`src/rtl/pipelined_rca_pkg.sv`:
```
// Shared definitions for the pipelined ripple-carry adder/subtractor:
// stage limits, the chunk-width helper, the full-adder cell and the
// per-stage control record.
package pipelined_rca_pkg;

  // Upper bound on pipeline depth accepted at elaboration
  localparam int MAX_STAGES = 64;

  // Width of one ripple chunk
  function automatic int chunk_width(input int n, input int stages);
    return n / stages;
  endfunction

  // One-bit full-adder cell, returned as {carry, sum}
  function automatic logic [1:0] full_add(input logic x, input logic y, input logic ci);
    return {(x & y) | (ci & (x ^ y)), x ^ y ^ ci};
  endfunction

  // Control part of a stage record; the width-dependent data part
  // (partial sum, skewed operands) lives in the top where N is known
  typedef struct packed {
    logic vld;
    logic carry;
    logic sub;
  } stage_ctl_t;

endpackage

```
`src/rtl/rca_chunk.sv`:
```
// W-bit combinational ripple-carry chunk built from the package full-adder
// cell. c_msb_in exposes the carry into the top bit so the last chunk can
// derive two's-complement overflow.
module rca_chunk
  import pipelined_rca_pkg::*;
#(
  parameter int W = 4
) (
  input  logic [W-1:0] a,
  input  logic [W-1:0] b,
  input  logic         cin,
  output logic [W-1:0] sum,
  output logic         cout,
  output logic         c_msb_in
);

  logic [W:0] w_c;

  assign w_c[0] = cin;

  for (genvar i = 0; i < W; i++) begin : g_bit
    assign {w_c[i+1], sum[i]} = full_add(a[i], b[i], w_c[i]);
  end

  assign cout     = w_c[W];
  assign c_msb_in = w_c[W-1];

endmodule

```
`src/rtl/pipelined_rca_addsub.sv`:
```
// Pipelined ripple-carry adder/subtractor. The N-bit datapath is cut into
// STAGES equal chunks, one register stage each; upper operand bits ride
// along in skew registers until their chunk is reached, finished low sum
// bits ride along to the output. All stages advance together whenever the
// output slot is empty or being drained.
// Optional feature: define PIPE_RCA_OVF_EN to add the registered
// two's-complement overflow output.
module pipelined_rca_addsub
  import pipelined_rca_pkg::*;
#(
  parameter int N      = 8,
  parameter int STAGES = 2
) (
  input  logic         clk,
  input  logic         rst,
  input  logic         in_valid,
  output logic         in_ready,
  input  logic [N-1:0] a,
  input  logic [N-1:0] b,
  input  logic         carry_in,
  input  logic         sub,
  output logic         out_valid,
  input  logic         out_ready,
  output logic [N-1:0] sum,
  output logic         carry_out
`ifdef PIPE_RCA_OVF_EN
  ,
  output logic         overflow
`endif
);

  localparam int W = chunk_width(N, STAGES);

  if ((STAGES < 1) || (STAGES > N) || (STAGES > MAX_STAGES) || ((N % STAGES) != 0)) begin : g_bad_cfg
    $error("pipelined_rca_addsub: N must be a multiple of STAGES and 1 <= STAGES <= N");
  end

  typedef struct packed {
    logic [N-1:0] a;
    logic [N-1:0] b;
    logic [N-1:0] s;
  } stage_dat_t;

  stage_ctl_t          r_ctl_p [STAGES];
  stage_dat_t          r_dat_p [STAGES];
  logic [STAGES-1:0]   w_cout;
  logic [STAGES-1:0]   w_cmsb;
  logic [STAGES-1:0]   w_unused_bits;
  logic                w_unused;
  logic                w_adv;
  logic [N-1:0]        w_b_in;
  logic                w_c_in;

  // The whole pipe moves only when the output slot can take a new entry
  assign w_adv    = !out_valid || out_ready;
  assign in_ready = w_adv;

  // Subtraction is A + ~B + 1; carry_in is ignored in that mode
  assign w_b_in = sub ? ~b : b;
  assign w_c_in = sub | carry_in;

  for (genvar k = 0; k < STAGES; k++) begin : g_stage
    stage_ctl_t  w_src_ctl;
    stage_dat_t  w_src_dat;
    stage_dat_t  w_nxt_dat;
    logic [W-1:0] w_csum;

    if (k == 0) begin : g_head
      assign w_src_ctl = '{vld: in_valid, carry: w_c_in, sub: sub};
      assign w_src_dat = '{a: a, b: w_b_in, s: {N{1'b0}}};
    end else begin : g_body
      assign w_src_ctl = r_ctl_p[k-1];
      assign w_src_dat = r_dat_p[k-1];
    end

    rca_chunk #(.W(W)) u_chunk (
      .a        (w_src_dat.a[k*W +: W]),
      .b        (w_src_dat.b[k*W +: W]),
      .cin      (w_src_ctl.carry),
      .sum      (w_csum),
      .cout     (w_cout[k]),
      .c_msb_in (w_cmsb[k])
    );

    // Splice this chunk's sum bits into the travelling partial sum
    always_comb begin
      w_nxt_dat = w_src_dat;
      w_nxt_dat.s[k*W +: W] = w_csum;
    end

    // ---- stage k control register: valid, chunk carry-out, mode ----
    always_ff @(posedge clk) begin
      if (rst) begin
        r_ctl_p[k] <= '0;
      end else if (w_adv) begin
        r_ctl_p[k] <= '{vld: w_src_ctl.vld, carry: w_cout[k], sub: w_src_ctl.sub};
      end
    end

    if (k == STAGES - 1) begin : g_tail
      // ---- output stage data register: cleared so sum reads 0 after reset ----
      always_ff @(posedge clk) begin
        if (rst) begin
          r_dat_p[k] <= '0;
        end else if (w_adv) begin
          r_dat_p[k] <= w_nxt_dat;
        end
      end
    end else begin : g_mid
      // ---- stage k data register: skewed operands and partial sum ----
      always_ff @(posedge clk) begin
        if (w_adv) begin
          r_dat_p[k] <= w_nxt_dat;
        end
      end
    end

    // Already-consumed operand bits, the mode flag and unneeded MSB carries
    assign w_unused_bits[k] = ^{r_dat_p[k].a, r_dat_p[k].b, r_ctl_p[k].sub, w_cmsb[k]};
  end

  assign w_unused = ^w_unused_bits;

  assign out_valid = r_ctl_p[STAGES-1].vld;
  assign carry_out = r_ctl_p[STAGES-1].carry;
  assign sum       = r_dat_p[STAGES-1].s;

`ifdef PIPE_RCA_OVF_EN
  logic r_ovf_p;

  // ---- overflow register, aligned with the output stage ----
  always_ff @(posedge clk) begin
    if (rst) begin
      r_ovf_p <= 1'b0;
    end else if (w_adv) begin
      r_ovf_p <= w_cmsb[STAGES-1] ^ w_cout[STAGES-1];
    end
  end

  assign overflow = r_ovf_p;
`endif

endmodule

```
`config.mk`:
```
export PLATFORM = sky130hd
export DESIGN_NAME = pipelined_rca_addsub
export DESIGN_NICKNAME = d
export VERILOG_FILES = /design/src/rtl/pipelined_rca_pkg.sv /design/src/rtl/rca_chunk.sv /design/src/rtl/pipelined_rca_addsub.sv
export SDC_FILE = /design/constraint.sdc
export NUM_CORES = 1
export LEC_CHECK = 0
export CORE_ASPECT_RATIO = 0.5
export CORE_UTILIZATION = 29
export CTS_CLUSTER_SIZE = 20
export DETAILED_ROUTE_END_ITERATION = 16
export SYNTH_ARGS = -nofsm -noshare
export SYNTH_HDL_FRONTEND = slang
export SYNTH_SLANG_ARGS = --single-unit
```
`constraint.sdc`:
```
create_clock -name clk -period 2.5 [get_ports clk]
set_clock_uncertainty 0.15 [all_clocks]
set_input_delay 0.5 -clock clk [delete_from_list [all_inputs] [get_ports clk]]
set_output_delay 0.5 -clock clk [all_outputs]
set_load 0.005 [all_outputs]
```
# Yosys cells after proc, flatten, opt, wreduce, memory -nomap -nowiden
# Memories as Yosys holds them, arrays and structs flattened.
# Cells that the tools add are included.
# classes
n_bitwise	45
reduce_logical	2
mux	10
# ops
op	n
24-bit 2-to-1 mux	1
1-bit AND	16
1-bit XOR	16
1-bit OR	12
8-bit 2-to-1 mux	1
8-bit NOT	1
1-bit 2-to-1 mux	6
3-bit 2-to-1 mux	2
1-bit logical NOT	1
1-bit logical OR	1
# word_totals
ff_bits	0
ram_bits	54
out_inout_bits	11
mem_count	2
inputBits	22
# memory_table
memory	depth	word_bits	read_ports	rd_clocked_by_memory_dff	write_ports	line_no	source
r_dat_p	2	24	2	0	2	pipelined_rca_addsub.sv:45	stage_dat_t r_dat_p [STAGES];
r_ctl_p	2	3	2	0	2	pipelined_rca_addsub.sv:44	stage_ctl_t r_ctl_p [STAGES];

# Logic depth before layout (Yosys ltp)
# Gate-level depths: netlist of run 1.
# logic_depth
word_depth	12
depth_mapped	9
mapped_depth_nobuf	8

# Modules after synthesis
# A second synthesis of run 1 with hierarchy kept.
# unflattened
cells_unflattened	79
hier_area_um2	1231.2
# by_module_without_submodules
module	seq_area_each_um2	instances	cells_each	area_each_um2
pipelined_rca_addsub	720.7	1	51	996.0
rca_chunk	0.0	2	14	117.6

# Least setup slack after synthesis of run 1
# Ideal clock, no wire load.
# synth_path
kind	in2reg
start	input port sub
end	memory r_dat_p[0][3] (netlist name) (data pin)
cell_stages	8
arrival_time_ns	2.254
setup_time_ns	0.269
setup_slack_ns	-0.173
required_ns	2.081
path_cell_list	buf_4 -> xor2_1 -> fa_1 -> inv_1 -> fa_1 -> fa_1 -> inv_1 -> fa_1
# synth_lines
item	line_no	source
start: declaration	pipelined_rca_addsub.sv:21	input logic sub,
end: declaration	pipelined_rca_addsub.sv:45	

==> results_dict.tcl, run 1 <==
set metrics [dict create \
    status "complete, no violations" \
    synth.distinct_cells 13 \
    async_reset_ff_share_pct 0 \
    whs_ps 417 \
    grt_pass1_wl_um 2860 \
    nNetsFinal 141 \
    stdcell_area_mm2 0.00165 \
    synth_area_leaders "edfxtp_1 60%, fa_1 13%, nor3b_2 7.3%, inv_1 4.4%, xor2_1 4.4%" \
    wl_met3_um 89 \
    die_y_um 47.3 \
    core_mm2 0.00392 \
    max_freq_mhz 409 \
    diodes 0 \
    drt-initial-drc-count 36 \
    fin_ws_ps 53.8 \
    synth_edf_count 24 \
    initial_core_util_pct 30.4 \
    ys_seq_area_share_pct 60.4 \
    cts_num_sinks 24 \
    firstDrtPassIters 4 \
    viasPerCell 3.94 \
    slew_headroom_pct 61.5 \
    dieArea_mm2 0.00439 \
    rrSetupSlack_ps 110 \
    dominantRegCellSynth "edfxtp_1" \
    dp_worst_setup_slack_ps -572 \
    numPortBuffers 32 \
    syn_nets 102 \
    setup_viol 0 \
    syn_inst 72 \
    powerDensity_mw_per_mm2 596 \
    min_to "r_ctl_p[1][2]$_SDFFCE_PN0P_" \
    cap_violations 0 \
    power_uw 981 \
    wirelength_um 1830 \
    synth_common_cells "24 x edfxtp_1, 14 x inv_1, 8 x fa_1" \
    crit_type "input pin to register" \
    p_leak_uw 0.000633 \
    reg2reg_to "r_dat_p[1][7]$_SDFFCE_PN0P_" \
    required_ps 2360 \
    finalMaxSlewViolations 0 \
    hold_path.class "register to register" \
    fill_cells 374 \
    avgSynthCellArea_um2 16.6 \
    synthesis.area_mm2 0.00119 \
    cts_buffers 3 \
    final_hold_viol_count 0 \
    top_layer "met4" \
    min_period_over_period_pct 97.8 \
    worstPathMaxFanout 1 \
    root_buffer "clkbuf_8" \
    start_kind "input pin" \
    die_x_um 92.7 \
    drive_gt1_share_pct 29.1 \
    postLayoutCoreUtil_pct 42.0 \
    max-clock-path-buffers 2 \
    rsz0062_at_grt "no" \
    drt-wirelength-per-cell_um 11.2 \
    holdCritStartpoint "r_ctl_p[0][2]$_SDFFCE_PN0P_" \
    worst_r2r_startpoint "r_dat_p[0][12]$_DFFE_PP_" \
    ant_nets 0 \
    grt.total_usage_pct 9.26 \
    area_growth_pct 38.1 \
    antenna_found_initial 0 \
    ir_worst_vdd_uv 165 \
    worstSkewPairLatency_ps 260 \
    dr_wl_met2_um 1000 \
    h-tree-depth 1 \
    cts_tree "built" \
    grt_max_degree 14 \
    gp_congestion 0.678 \
    hold_depth 1 \
    yosysTopAreaCell "edfxtp_1" \
    dpl-instance-area_mm2 0.00160 \
    arrival_ps 2310 \
    ys_ff_latch 24 \
    worst_pin_slew_ps 577 \
    period_needed_ps 2450 \
    synth_top_area_share_pct 60.4 \
    place_hpwl_um 1440 \
    holdBufCountCts 0 \
    drc 0 \
    met1Wirelength_um 721 \
    grt_pass1_vias 639 \
    worst-r2r-cell-count 8 \
    synth_most_common_cell "edfxtp_1" \
    vias 646 \
    yosysWarnings 0 \
    io-pin-count 33 \
    rows 16 \
    clk_pin_slew_worst_paths_ps 80 \
    crit_path_end_kind "register" \
    grt_overflow 0 \
]
==> flip-flops by register name, indices dropped and copies added, names as in the netlist <==
| name | cells |
|---|---|
| r_ctl_p | 4 |
| r_dat_p | 20 |
==> worst max-delay path by stage <==
stage,start,end,slack (ps),cells after the start
after detailed placement,sub,r_dat_p[0][3]$_DFFE_PP_,-570,8
after global placement,sub,r_dat_p[0][3]$_DFFE_PP_,-530,8
after floorplan,sub,r_dat_p[0][3]$_DFFE_PP_,-30,8
after CTS,sub,r_dat_p[0][3]$_DFFE_PP_,10,8
after global routing,r_dat_p[0][12]$_DFFE_PP_,r_dat_p[1][7]$_SDFFCE_PN0P_,4,8
final,b[1],r_dat_p[0][3]$_DFFE_PP_,50,6
==> worst max-delay path, stage by stage <==
cell             delay (ps)
clkdlybuf4s50_1         410
xnor2_1                 150
fa_2                    390
fa_2                    390
inv_2                    70
fa_2                    400
==> kinds of logic after synthesis <==
| kind of cell | Yosys count | share of synthesized area, % |
|---|---|---|
| flip-flops | 24 | 60.4 |
| buffers and inverters | 17 | 6.92 |
| AND/OR/NAND/NOR | 15 | 13.3 |
| XOR/XNOR | 8 | 5.88 |
| adder cells (fa/ha/maj) | 8 | 13.4 |
==> routing by layer <==
metal  vias up  global-route usage (%)
met2        16                    16.7
li1        312                       -
met1       316                    10.1
met5         -                       0
met3         2                    4.05
met4         0                    3.69
==> through the flow <==
| stage | setup TNS, ps | cells |
|---|---|---|
| 5_1_grt | 0 | 164 |
| 4_1_cts | 0 | 164 |
| 6_report | 0 | 164 |
| 2_1_floorplan | -43.9 | 72 |
| 3_5_place_dp | -1450 | 160 |
| 3_3_place_gp | -1310 | 160 |
==> final cells by class <==
type	instances	area (um2)	area share (%)
clock buffer	3	41.3	2.51
sequential	24	721	43.8
inverter	14	52.6	3.19
clock inverter	1	3.75	0.228
timing repair buffer	37	347	21.0
multi-input combinational	31	414	25.2
tap	54	67.6	4.10
==> power by group <==
group / total, uW / internal, uW / switching [uW]
clock: 226 / 110 / 116
combinational: 221 / 138 / 82.8
sequential: 534 / 517 / 16.7
total: 981 / 765 / 216
==> timing repair <==
item / in CTS / in global routing
endpoints found under the setup margin: 3 / 3
setup buffers: 0 / 0
hold endpoints to repair: 0 / 0
pin swaps: 6 / 4
gates resized for setup: 14 / 3
==> layout by cell type, fill, tap and decap left out, drive strengths merged <==
master          n
inv            14
or2             1
nor3b           9
clkdlybuf4s15   1
nand2b          1
buf             7
clkbuf          3
xnor2           2
dlygate4sd2     1
xor2            6
clkdlybuf4s50  28
clkinv          1
edfxtp         24
fa              8
nor3            3
nor2b           1
(Power assumes the default switching activity.)
==> inputs of run 2 (changes only) <==
- CTS_CLUSTER_DIAMETER: unset -> 150
==> results of run 2 <==
Same layout as run 1: the final DEF is identical, and so are final timing and power.
